$ cat config.mk
export PLATFORM = sky130hd
export DESIGN_NAME = regfile_wb_arbiter
export DESIGN_NICKNAME = d
export VERILOG_FILES = /design/src/rtl/regfile_wb_arbiter.sv
export SDC_FILE = /design/constraint.sdc
export NUM_CORES = 1
export LEC_CHECK = 0
export CELL_PAD_IN_SITES_DETAIL_PLACEMENT = 2
export CELL_PAD_IN_SITES_GLOBAL_PLACEMENT = 2
export CORE_MARGIN = 1
export CORE_UTILIZATION = 23
export DETAILED_ROUTE_END_ITERATION = 12
export PLACE_DENSITY = 0.75
export RECOVER_POWER = 50
export REMOVE_ABC_BUFFERS = 1
export SLEW_MARGIN = 0
export SYNTH_ARGS = -nofsm -noshare
export SYNTH_HDL_FRONTEND = slang
export SYNTH_SLANG_ARGS = --single-unit
$ cat constraint.sdc
create_clock -name clk -period 2.13 [get_ports clk]
set_clock_uncertainty 0.2 [all_clocks]
set_input_delay 0.213 -clock clk [delete_from_list [all_inputs] [get_ports clk]]
set_output_delay 0.213 -clock clk [all_outputs]
set_load 0.02 [all_outputs]
$ cat src/rtl/regfile_wb_arbiter.sv
// regfile_wb_arbiter
// Register-file writeback arbiter with a pending-write scoreboard.
//   - Tracks one busy bit per architectural register (r0 never busy).
//   - Stalls issue on a write-after-write to a busy register.
//   - Round-robin arbitrates ALU and load writebacks onto one write port.
//   - Registers the granted write (1-cycle latency) with a byte mask.
// Ports:
//   clk, rst                         clock, synchronous active-high reset
//   issue_valid/issue_rd/issue_ready decode issue handshake
//   alu_valid/alu_rd/alu_data/alu_ready         ALU writeback request
//   ld_valid/ld_rd/ld_data/ld_opcode/ld_ready   load writeback request
//   q_rs/q_rt/hazard                 hazard query
//   reg_we/reg_waddr/reg_wdata/reg_wmask        registered write port
module regfile_wb_arbiter (
    input  logic        clk,
    input  logic        rst,
    input  logic        issue_valid,
    input  logic [4:0]  issue_rd,
    output logic        issue_ready,
    input  logic        alu_valid,
    input  logic [4:0]  alu_rd,
    input  logic [31:0] alu_data,
    output logic        alu_ready,
    input  logic        ld_valid,
    input  logic [4:0]  ld_rd,
    input  logic [31:0] ld_data,
    input  logic [5:0]  ld_opcode,
    output logic        ld_ready,
    input  logic [4:0]  q_rs,
    input  logic [4:0]  q_rt,
    output logic        hazard,
    output logic        reg_we,
    output logic [4:0]  reg_waddr,
    output logic [31:0] reg_wdata,
    output logic [3:0]  reg_wmask
);

    localparam logic LG_ALU = 1'b0;
    localparam logic LG_LD  = 1'b1;

    localparam logic [5:0] OP_LBU = 6'h24;
    localparam logic [5:0] OP_LHU = 6'h25;

    logic [31:0] busy_q, busy_d;
    logic        last_grant_q, last_grant_d;
    logic        reg_we_q, reg_we_d;
    logic [4:0]  reg_waddr_q, reg_waddr_d;
    logic [31:0] reg_wdata_q, reg_wdata_d;
    logic [3:0]  reg_wmask_q, reg_wmask_d;

    logic [3:0]  ld_mask;

    // Ready outputs are forced low during reset so requests are dropped.
    always_comb begin
        issue_ready = 1'b0;
        alu_ready   = 1'b0;
        ld_ready    = 1'b0;
        if (!rst) begin
            issue_ready = issue_valid && ((issue_rd == 5'd0) || !busy_q[issue_rd]);
            // On contention the side not granted last wins.
            alu_ready   = alu_valid && (!ld_valid || (last_grant_q == LG_LD));
            ld_ready    = ld_valid && (!alu_valid || (last_grant_q == LG_ALU));
        end
    end

    assign hazard = busy_q[q_rs] | busy_q[q_rt];

    always_comb begin
        ld_mask = 4'b1111;
        if (ld_opcode == OP_LBU)
            ld_mask = 4'b0001;
        else if (ld_opcode == OP_LHU)
            ld_mask = 4'b0011;
    end

    always_comb begin
        busy_d       = busy_q;
        last_grant_d = last_grant_q;
        reg_we_d     = 1'b0;
        reg_waddr_d  = reg_waddr_q;
        reg_wdata_d  = reg_wdata_q;
        reg_wmask_d  = reg_wmask_q;

        if (alu_ready) begin
            reg_we_d         = (alu_rd != 5'd0);
            reg_waddr_d      = alu_rd;
            reg_wdata_d      = alu_data;
            reg_wmask_d      = 4'b1111;
            busy_d[alu_rd]   = 1'b0;
            last_grant_d     = LG_ALU;
        end else if (ld_ready) begin
            reg_we_d         = (ld_rd != 5'd0);
            reg_waddr_d      = ld_rd;
            reg_wdata_d      = ld_data;
            reg_wmask_d      = ld_mask;
            busy_d[ld_rd]    = 1'b0;
            last_grant_d     = LG_LD;
        end

        // Set is applied after clear so a same-cycle issue wins.
        if (issue_ready && (issue_rd != 5'd0))
            busy_d[issue_rd] = 1'b1;

        busy_d[0] = 1'b0;
    end

    always_ff @(posedge clk) begin
        if (rst) begin
            busy_q       <= '0;
            last_grant_q <= LG_ALU;
            reg_we_q     <= 1'b0;
            reg_waddr_q  <= '0;
            reg_wdata_q  <= '0;
            reg_wmask_q  <= '0;
        end else begin
            busy_q       <= busy_d;
            last_grant_q <= last_grant_d;
            reg_we_q     <= reg_we_d;
            reg_waddr_q  <= reg_waddr_d;
            reg_wdata_q  <= reg_wdata_d;
            reg_wmask_q  <= reg_wmask_d;
        end
    end

    assign reg_we    = reg_we_q;
    assign reg_waddr = reg_waddr_q;
    assign reg_wdata = reg_wdata_q;
    assign reg_wmask = reg_wmask_q;

endmodule
Yosys cells after proc, flatten, opt, wreduce, memory -nomap -nowiden
Cells that the tools add are included.
- bits of input ports: 100
- word-level logic and storage cells: 71
- output and inout bits: 46
- register bits after elaboration: 75
- eq/ne operators: 2
- $lt $le $gt $ge: 8
- reductions and logical operators: 19
- bitwise gates (word level): 7
- muxes and demuxes: 28
- operators by type and width (cell ; number):
    $mux 32 ; 5
    $and 32x32->32 ; 2
    $not 32->32 ; 2
    $or 32x32->32 ; 1
    $lt 5x6->1 const B ; 5
    $mux 4 ; 4
    $bmux 1 s5 ; 3
    $demux 1 s5 ; 3
    $ge 5x1->1 const B ; 3
    $reduce_bool 5->1 ; 3
    $eq 6x6->1 const B ; 2
    $mux 1 ; 11
    $mux 5 ; 2
    $logic_and 1x1->1 ; 7
    $logic_not 5->1 ; 1
    $logic_not 1->1 ; 3
    $logic_or 1x1->1 ; 3
    $reduce_bool 2->1 ; 1
    $reduce_or 2->1 ; 1
    $not 1->1 ; 1
    $or 1x1->1 ; 1

Depth between registers and ports, before layout
- depth after elaboration: 10
- mapped depth: 9
- mapped depth without buffers: 6

Worst setup path before layout
No wires, ideal clock.
- path type: input to output
- from: in q_rt[2]
- to: out hazard
- path buffers: 1
- cell stages on the path: 6
- arrival: 1884 ps
- required time: 1717 ps
- path slack: -167 ps
- cells stage by stage: clkbuf_1 -> mux4_2 -> and4b_1 -> a31oi_1 -> o311ai_1 -> a2111o_1
- word-level cells in the longest chain between the ends: 3
- ends and longest elaborated chain (what ; line ; RTL):
    from (decl) ; 30 ; input logic [4:0] q_rt,
    $bmux 1 s5 ; 66 ; assign hazard = busy_q[q_rs] | busy_q[q_rt];
    $mux 1 (not written as such) ; 66 ;
    $or 1x1->1 ; 66 ;
    to (decl) ; 31 ; output logic hazard,
No other way between the ends. The select of a mux whose other input is x is not followed.

Final worst setup path
- from: reg busy_q[20]
- to: out hazard
- word-level cells in the longest chain between the ends: 3
- elaborated cells between the ends (all ways): 5
- those cells by class: mux (4); bitwise (1)
- ends and longest elaborated chain (what ; line ; RTL):
    from (decl) ; 44 ; logic [31:0] busy_q, busy_d;
    from (signal assigned) ; 116 ; busy_q <= busy_d;
    $bmux 1 s5 ; 66 ;
    $mux 1 (not written as such) ; 66 ;
    $or 1x1->1 * ; 66 ;
Mark *: on every way between the ends. The rest lies on a longest branch, timed or not. The select of a mux whose other input is x is not followed.

==> impl_metrics.yaml <==
logic_synthesis:
  synth_top_area_share_pct: 35.4
  synth_cells: 464
  synthFlopType: "dfxtp_1"
  synth_area_leaders: "dfxtp_1 35%, mux4_2 7.6%, nand2_1 6.8%, mux4_1 4.5%, a22oi_1 4.4%"
  ys_async_sr_fraction_pct: 0
  ys_types: 54
  avgSynthCellArea_sq_um: 8.90
  synth.largest_area_cell: "dfxtp_1"
  synth_edf_count: 0
  ys_seq_area_share_pct: 35.4
  yosysWarningCount: 0
  ys_seq_elements: 73
  syn_area_sq_um: 4130
grt:
  grt_pass1_wl_mm: 30.1
  grt_overflow: 0
  grt_usage_pct: 21.8
  first_global_vias: 5282
  grt_max_degree: 40
  antenna_found_initial: 1
status:
  status: "finished with violations"
  violations: "setup timing"
route:
  routed_wl_mm: 19.6
  drc: 0
  drtPass1Iterations: 4
  ant_nets: 0
  drt_iter0_markers: 208
  vias: 4741
  wl_per_cell_microns: 22.0
  routed_via_density: 5.34
cells_and_area:
  final_area_sq_um: 6790
  finalNetCount: 759
  drive_above_1_share_pct: 26.0
  multi_input_comb_area_sq_um: 2630
  post-route-util_pct: 39.0
  fill_cells: 1931
  fin_cells: 888
  areaGrowthSynthToFinish_pct: 64.3
  seq_area_sq_um: 1480
placement:
  dpl_cell_area_sq_um: 6270
  dp_hpwl_mm: 15.1
  dpl.cell_count: 872
  pre_cts_ws_ns: -1.05
  routabilityCongestion: 0.957
  io_buffers: 145
setup_path:
  worstPathMaxFanout: 3
  reg2reg_to: "busy_q[4]$_SDFF_PP0_"
  r2r_start: "busy_q[13]$_SDFF_PP0_"
  cp.arrival_ns: 2.12
  critPathLaunchType: "register"
  crit_required_ns: 1.72
  crit_start: "busy_q[20]$_SDFF_PP0_"
  worstSetupPathType: "register to output pin"
  reg2regPathDepth: 6
  max_stage_delay_ns: 0.46
  endpoint_kind: "output pin"
  crit_path_top_delay_cell: "mux4_2"
  crit_path_cell_trace: "buf_4 -> mux4_2 -> a32oi_2 -> o22ai_1 -> a2111o_1 -> buf_6"
  endpoint: "hazard"
  reg2reg_setup_slack_ns: -0.24
sta:
  relSlewSlack_pct: 65.6
  setup_viol: 33
  rsz0062_at_grt: "true"
  hold_violations: 0
  timing.final.ws_setup_ns: -0.404
  tightest_slew_ns: 0.516
  worst_hold_slack_ns: 0.190
  period_share_pct: 119
  timing.final.crit_period_ns: 2.53
  clock.fmax_ghz: 0.395
  slew_violations: 0
power:
  p_leak_nw: 2.50
  p_per_area_nw_per_um2: 548
  ir_drop_v: 0.000300
floorplan:
  die_h_microns: 136
  coreArea_sq_um: 17400
  rows: 48
  boundaryPins: 146
  dieArea_sq_um: 18500
  initial_core_util_pct: 23.7
  die_w_microns: 136
clocking:
  cts_tree: "yes"
  clk_path_buf_depth: 2
  numClockSinks: 73
  htree_levels: 3
  clk_latency_ns: 0.35
  cts-root-buf: "clkbuf_16"
  cts_inserted_buffers: 9
  clk_pin_slew_ns: 0.06
flow_run:
  max-cap-violations: 0
hold_path:
  worstHoldPathType: "primary input to register"
  hold_path_depth: 3
## how the worst min path moves through the flow
stage	start	endpoint	slack [ns]
2_1_floorplan	rst	reg_waddr[0]$_SDFFE_PP0P_	0.08
3_3_place_gp	reg_wdata[30]$_SDFFE_PP0P_	reg_wdata[30]$_SDFFE_PP0P_	0.24
3_5_place_dp	reg_wdata[19]$_SDFFE_PP0P_	reg_wdata[19]$_SDFFE_PP0P_	0.25
4_1_cts	rst	reg_wdata[19]$_SDFFE_PP0P_	0.17
5_1_grt	rst	reg_wdata[18]$_SDFFE_PP0P_	0.21
6_report	rst	reg_wdata[19]$_SDFFE_PP0P_	0.19
## layout by cell type (no fill, tap or decap), types with 4 or more instances in the layout
| master | n |
|---|---|
| a21oi_1 | 26 |
| a22oi_1 | 24 |
| a311oi_1 | 12 |
| buf_4 | 63 |
| buf_6 | 11 |
| clkbuf_1 | 6 |
| clkbuf_16 | 9 |
| clkdlybuf4s50_1 | 94 |
| dfxtp_1 | 60 |
| dfxtp_2 | 11 |
| dlygate4sd3_1 | 40 |
| inv_1 | 14 |
| mux4_2 | 20 |
| nand2_1 | 74 |
| nand3_1 | 9 |
| nand3b_1 | 8 |
| nor2_1 | 21 |
| nor2b_1 | 23 |
| o21ai_1 | 4 |
| o21ai_2 | 14 |
| o221ai_1 | 17 |
| o22ai_1 | 15 |
| o22ai_2 | 7 |
| o32ai_2 | 6 |
## cell families after synthesis
logic type / share of synthesized area, %
buffers and inverters: 5.67
muxes: 14.0
DFF: 35.4
AOI/OAI and AO/OA: 24.8
and+or+nand+nor: 20.1
## metal layers
metal	up-vias	global-route usage (%)	part of all wire [%]
li1	2160	-	-
met3	32	6.11	7.8
met5	-	0	0
met1	2365	24.4	40
met4	0	10.1	3.0
met2	184	38.1	49
## synthesized netlist by cell type, drive strengths merged, types with 2 or more instances
cell      n
mux4     21
clkbuf   27
a311oi   12
o21ai    19
or3b      2
a2bb2oi   2
nand3     9
nand4     3
a22oi    24
or4       2
o221ai   17
dfxtp    73
or3       4
or4b      2
a31oi     4
o32ai    10
mux2i     3
nor2     23
buf      11
inv      15
nand3b    8
a21oi    26
clkinv    2
nand4b    3
nor3      3
mux2      4
o22ai    22
nor2b    23
nand2    75
## where the power goes
| group | internal [mW] | leakage [nW] | switching [mW] | total, mW |
|---|---|---|---|---|
| logic | 0.427 | 1.77 | 0.428 | 0.854 |
| clock network | 0.840 | 0.129 | 0.563 | 1.40 |
| registers | 1.43 | 0.603 | 0.0360 | 1.46 |
## critical path: cells and delay by family (launching register included)
family	cells	cell delay, ns
AOI/OAI and AO/OA	3	0.69
muxes	1	0.46
DFF	1	0.33
buffers and inverters	2	0.30
## stage by stage
step | TNS (ns) | power [mW]
5_1_grt | -8.71 | 3.88
3_3_place_gp | -25.94 | 2.32
6_report | -5.61 | 3.72
3_5_place_dp | -31.22 | 2.35
2_1_floorplan | -22.28 | 1.77
4_1_cts | -3.20 | 3.78
## cell type report
class | instances | share of cell area [%]
sequential | 73 | 21.8
multi-input combinational | 336 | 38.8
clock buffer | 14 | 3.89
inverter | 17 | 0.977
tap | 225 | 4.15
antenna | 1 | 0.0369
timing repair buffer | 222 | 30.3
## repair_timing
| action | 4_1_cts | 5_1_grt |
|---|---|---|
| setup endpoints to repair | 35 | 53 |
| endpoints found under the hold margin | 1 | 0 |
| pin swaps | 15 | 18 |
| gates resized for setup | 71 | 31 |
| buffers inserted | 2 | 1 |
| gates cloned | 0 | 0 |
| hold buffers | 1 | 0 |
## state kept, by name, indices dropped and copies added (netlist names)
name          count
reg_wdata        32
busy_q           31
reg_waddr         5
reg_wmask         3
last_grant_q      1
reg_we            1
No activity file was read; power rests on OpenSTA's default activity.
